**src/rtl/bcd_countdown_timer.sv**
```systemverilog
// rtl/bcd_countdown_timer.sv - BCD countdown core with start/pause, alarm window; optional BCD_TIMER_AUTORELOAD_EN
module bcd_countdown_timer #(
    parameter int                   DECADES     = 4,
    parameter int                   MMSS_MODE   = 1,
    parameter logic [4*DECADES-1:0] PRESET      = 16'h0100,
    parameter int                   ALARM_TICKS = 8
) (
    input  logic                   clk,
    input  logic                   clr,
    input  logic                   tick,
    input  logic                   start,
    input  logic                   stop,
    input  logic                   load,
    input  logic [4*DECADES-1:0]   load_val,
    output logic [4*DECADES-1:0]   q,
    output logic                   running,
    output logic                   done,
    output logic                   alarm
);

    localparam int          W          = 4 * DECADES;
    localparam logic [W-1:0] ONE       = W'(1);
    localparam logic [7:0]  ALARM_INIT = 8'(ALARM_TICKS);

    typedef enum logic [1:0] {
        S_IDLE  = 2'd0,
        S_RUN   = 2'd1,
        S_PAUSE = 2'd2,
        S_DONE  = 2'd3
    } state_t;

    state_t       state, state_next;
    logic [W-1:0] q_next;
    logic [7:0]   alarm_cnt, alarm_cnt_next;
    logic         running_next, done_next, hit_zero;
    logic [W-1:0] q_dec, load_clean;
`ifdef BCD_TIMER_AUTORELOAD_EN
    logic [W-1:0] reload_val, reload_next;
`endif

    // One BCD step down; digit 1 wraps to 5 in MM:SS mode so seconds stay below 60
    function automatic logic [W-1:0] bcd_dec(input logic [W-1:0] v);
        logic [W-1:0] r;
        logic         borrow;
        logic [3:0]   d;
        r      = v;
        borrow = 1'b1;
        for (int i = 0; i < DECADES; i++) begin
            d = v[4*i +: 4];
            if (borrow) begin
                if (d == 4'd0) begin
                    d = (MMSS_MODE != 0 && i == 1) ? 4'd5 : 4'd9;
                end else begin
                    d      = d - 4'd1;
                    borrow = 1'b0;
                end
            end
            r[4*i +: 4] = d;
        end
        return r;
    endfunction

    // Clamp each digit into its legal range so loaded values are valid BCD
    function automatic logic [W-1:0] bcd_sanitise(input logic [W-1:0] v);
        logic [W-1:0] r;
        logic [3:0]   d;
        r = v;
        for (int i = 0; i < DECADES; i++) begin
            d = v[4*i +: 4];
            if (d > 4'd9) d = 4'd9;
            if (MMSS_MODE != 0 && i == 1 && d > 4'd5) d = 4'd5;
            r[4*i +: 4] = d;
        end
        return r;
    endfunction

    // Registered state, count, alarm counter and decoded status outputs
    always_ff @(posedge clk) begin
        if (!clr) begin
            state     <= S_IDLE;
            q         <= PRESET;
            alarm_cnt <= 8'd0;
            running   <= 1'b0;
            done      <= 1'b0;
`ifdef BCD_TIMER_AUTORELOAD_EN
            reload_val <= PRESET;
`endif
        end else begin
            state     <= state_next;
            q         <= q_next;
            alarm_cnt <= alarm_cnt_next;
            running   <= running_next;
            done      <= done_next;
`ifdef BCD_TIMER_AUTORELOAD_EN
            reload_val <= reload_next;
`endif
        end
    end

    // Next state: LOAD beats STOP beats START; a TICK in RUN always takes its step
    always_comb begin
        state_next     = state;
        q_next         = q;
        alarm_cnt_next = alarm_cnt;
        hit_zero       = 1'b0;
        q_dec          = bcd_dec(q);
        load_clean     = bcd_sanitise(load_val);
`ifdef BCD_TIMER_AUTORELOAD_EN
        reload_next    = reload_val;
`endif
        if (load) begin
            state_next     = S_IDLE;
            q_next         = load_clean;
            alarm_cnt_next = 8'd0;
`ifdef BCD_TIMER_AUTORELOAD_EN
            reload_next    = load_clean;
`endif
        end else if (stop) begin
            state_next     = S_IDLE;
            q_next         = PRESET;
            alarm_cnt_next = 8'd0;
`ifdef BCD_TIMER_AUTORELOAD_EN
            reload_next    = PRESET;
`endif
        end else begin
            if (start) begin
                case (state)
                    S_IDLE:  if (q != '0) state_next = S_RUN;
                    S_RUN:   state_next = S_PAUSE;
                    S_PAUSE: state_next = S_RUN;
                    S_DONE: begin
                        state_next     = S_IDLE;
                        alarm_cnt_next = 8'd0;
                    end
                    default: state_next = S_IDLE;
                endcase
            end
            if (state == S_RUN && tick) begin
                if (q == ONE) begin
                    // Reaching zero wins over a simultaneous pause
                    hit_zero       = 1'b1;
                    alarm_cnt_next = ALARM_INIT;
`ifdef BCD_TIMER_AUTORELOAD_EN
                    q_next         = reload_val;
`else
                    q_next         = '0;
                    state_next     = S_DONE;
`endif
                end else begin
                    q_next = q_dec;
                end
            end
`ifdef BCD_TIMER_AUTORELOAD_EN
            if (tick && !hit_zero && alarm_cnt != 8'd0)
                alarm_cnt_next = alarm_cnt - 8'd1;
`else
            if (state == S_DONE && tick && !start && alarm_cnt != 8'd0)
                alarm_cnt_next = alarm_cnt - 8'd1;
`endif
        end
        running_next = (state_next == S_RUN);
`ifdef BCD_TIMER_AUTORELOAD_EN
        done_next    = hit_zero;
`else
        done_next    = (state_next == S_DONE);
`endif
    end

    assign alarm = (alarm_cnt != 8'd0);

endmodule

```
**config.mk**
```make
export PLATFORM = sky130hd
export DESIGN_NAME = bcd_countdown_timer
export DESIGN_NICKNAME = d
export VERILOG_FILES = /design/src/rtl/bcd_countdown_timer.sv
export SDC_FILE = /design/constraint.sdc
export NUM_CORES = 1
export LEC_CHECK = 0
export ABC_AREA = 1
export CORE_MARGIN = 2
export CORE_UTILIZATION = 43
export DETAILED_ROUTE_END_ITERATION = 10
export PLACE_DENSITY = 0.71
export SLEW_MARGIN = 20
export SYNTH_ARGS = -nofsm -noshare
export SYNTH_HDL_FRONTEND = slang
export SYNTH_SLANG_ARGS = --single-unit
```
**constraint.sdc**
```tcl
create_clock -name clk -period 1.4 [get_ports clk]
set_input_delay 0.42 -clock clk [delete_from_list [all_inputs] [get_ports clk]]
set_output_delay 0.42 -clock clk [all_outputs]
set_load 0.01 [all_outputs]
```
==> results_dict.tcl <==
set metrics [dict create \
    die_area_um2 5500 \
    holdPathStages 2 \
    rr_worst_depth 11 \
    coreArea_um2 4720 \
    pwr_density_cell_nw_per_um2 730 \
    place_hpwl_mm 4.15 \
    clk_latency_ns 0.29 \
    power_mw 2.59 \
    drt_iter0_markers 210 \
    antenna_cells 0 \
    ant_nets 0 \
    final_cell_mix "buf_4, nand2_1, nor2_1" \
    drive_above_1_share_pct 45.6 \
    gp_congestion 0.840 \
    start_util_pct 44.8 \
    cts_tree "done" \
    ys_top_cells_by_area "dfxtp_1, nand2_1, nand3_1, inv_1, nor2_1" \
    routed_wl_mm 6.71 \
    min_period_ns 1.69 \
    max_freq_ghz 0.593 \
    fin_area_um2 3540 \
    cp.arrival_ns 1.27 \
    yosysTopAreaCellShare_pct 26.5 \
    place_ws_ns -0.419 \
    io_buffer_count 40 \
    layout_commonest_cell "buf_4" \
    r2r_start "q[12]$_SDFFE_PN0P_" \
    endpoint_kind "output pin" \
    synth_cells 306 \
    cts.sinks 28 \
    synth-seq-cells 28 \
    num_rows 25 \
    routedWlPerCell_um 13.7 \
    synth.avg_cell_area_um2 6.92 \
    ys_warn_count 0 \
    grt-ovfl-total 0 \
    place_area_um2 2990 \
    cts_root_buf "clkbuf_8" \
    rr_endpoint "running$_SDFF_PN0_" \
    p_leak_nw 1.71 \
    ctsHoldBuffers 0 \
    die_x_um 74.2 \
    area_growth_pct 67.4 \
    clock_skew_ns 0.00687 \
    path_clk_slew_ns 0.11 \
    grt_pass1_wl_mm 9.91 \
    worstHoldStart "q[5]$_SDFFE_PN0P_" \
    final-hold-violation-count 0 \
    holdWs_ns 0.533 \
    final.setup.tns_ns -0.807 \
    setup_viol 13 \
    path_class "register to output pin" \
    firstDrtPassIters 4 \
    grtUsageTotal_pct 22.8 \
    relSlewSlack_pct 73.4 \
    syn_area_um2 2120 \
    crit_path_start_kind "register" \
    yosysSeqAreaShare_pct 26.5 \
    hold_class "register to register" \
    die-height_um 74.2 \
    path_max_fanout 2 \
    first_global_vias 2218 \
    drc_errors 0 \
    ir_drop_v 0.000424 \
    yosys.area.top_type "dfxtp_1" \
    drv_cap 0 \
    violations "negative setup slack" \
    cp.required_ns 0.98 \
    fin_crit_sh_pct 120 \
    synth_nets 336 \
    drv_slew 0 \
    ios 41 \
    status "finished, violations left" \
    whs_endpoint "q[5]$_SDFFE_PN0P_" \
    worst_slew_pin_slew_ns 0.395 \
    htreeDepth 1 \
    clk_path_buf_depth 2 \
    worst_slack_ns -0.286 \
    grt_max_degree 17 \
    num-nets-final 452 \
    rrSetupSlack_ns -0.14 \
    yosysUniqueCellTypes 34 \
    cts_made_buffers 3 \
    vias 2503 \
    rsz0062_at_grt "yes" \
    vias_per_cell 5.13 \
    antenna_found_initial 0 \
]
## logic make-up (layout without fill, tap and decap cells)
group / after synthesis / after routing / share of synthesized area [%]
adder cells (fa/ha/maj): 8 / 8 / 4.73
AO/OA/AOI/OAI: 47 / 47 / 12.1
AND/OR/NAND/NOR: 169 / 171 / 44.5
XOR/XNOR: 7 / 7 / 2.90
flip-flops: 28 / 28 / 26.5
buffers and inverters: 47 / 160 / 9.34
## registers in the layout, indices dropped and copies added (netlist names)
register	count
state	2
running	1
q	16
alarm_cnt	8
done	1
## timing repair
item,CTS,global route
endpoints found under the setup margin,47,32
gates resized for setup,74,51
gates cloned,2,0
setup buffers,10,12
pin swaps,22,27
## worst max-delay path: stages, from the launching register on
cell     delay [ns]
dfxtp_2        0.35
inv_2          0.08
ha_4           0.13
nand3_2        0.06
or2_4          0.24
buf_6          0.12
## layer usage
| metal | wire (µm) | track usage, % | share of wire (%) | up-vias |
|---|---|---|---|---|
| met2 | 3360 | 39.7 | 50 | 74 |
| li1 | - | - | - | 1236 |
| met1 | 2940 | 30.6 | 44 | 1180 |
| met5 | 0 | 0 | 0 | - |
| met3 | 282 | 1.76 | 4.2 | 13 |
| met4 | 116 | 5.25 | 1.7 | 0 |
## final cells by class
type	instances	area [µm²]
multi-input combinational	233	1670
fill	329	1180
timing repair buffer	114	973
sequential	28	591
inverter	42	160
tap	67	83.8
clock buffer	3	41.3
clock inverter	1	30.0
## metrics by stage
stage,std cells,utilization [%]
floorplan,306,-
global placement,460,63.3
detailed placement,460,63.3
CTS,476,69.0
global route,488,75.0
finish,488,75.0
## worst max path at each step
stage / depth (start not counted) / slack [ns] / to / from
final: 5 / -0.29 / alarm / alarm_cnt[1]$_SDFF_PP0_
after global routing: 5 / -0.33 / alarm / alarm_cnt[1]$_SDFF_PP0_
after CTS: 5 / -0.26 / alarm / alarm_cnt[1]$_SDFF_PP0_
after detailed placement: 6 / -0.42 / q[0]$_SDFFE_PN0P_ / load
after global placement: 8 / -0.40 / q[12]$_SDFFE_PN0P_ / load
after floorplan: 9 / 0.01 / q[4]$_SDFFE_PN0P_ / q[4]$_SDFFE_PN0P_
## power breakdown
group / total [mW] / switching [mW] / leakage [nW] / internal [mW]
logic: 1.01 / 0.518 / 1.44 / 0.496
clock network: 0.669 / 0.285 / 0.0357 / 0.384
registers: 0.904 / 0.0531 / 0.237 / 0.851
## synthesized netlist by cell type
master    instances
a21oi_1          23
a21oi_2           1
a31oi_1           3
buf_2             1
buf_4             1
buf_6             2
clkbuf_2          1
dfxtp_1          28
ha_1              8
inv_1            36
inv_2             6
nand2_1          60
nand2_2           4
nand2_4           6
nand2_8           1
nand3_1          36
nand3_2           1
nand3_4           4
nand3b_1          5
nand3b_4          1
nand4_1           2
nor2_1           32
nor2_2            2
nor2_4            2
nor2_8            3
nor3_1            7
o21a_4            1
o21ai_0          15
o21ai_1           3
o31ai_1           1
or2_2             1
or2_4             2
xnor2_1           2
xor2_1            5
(Power assumes the default switching activity.)
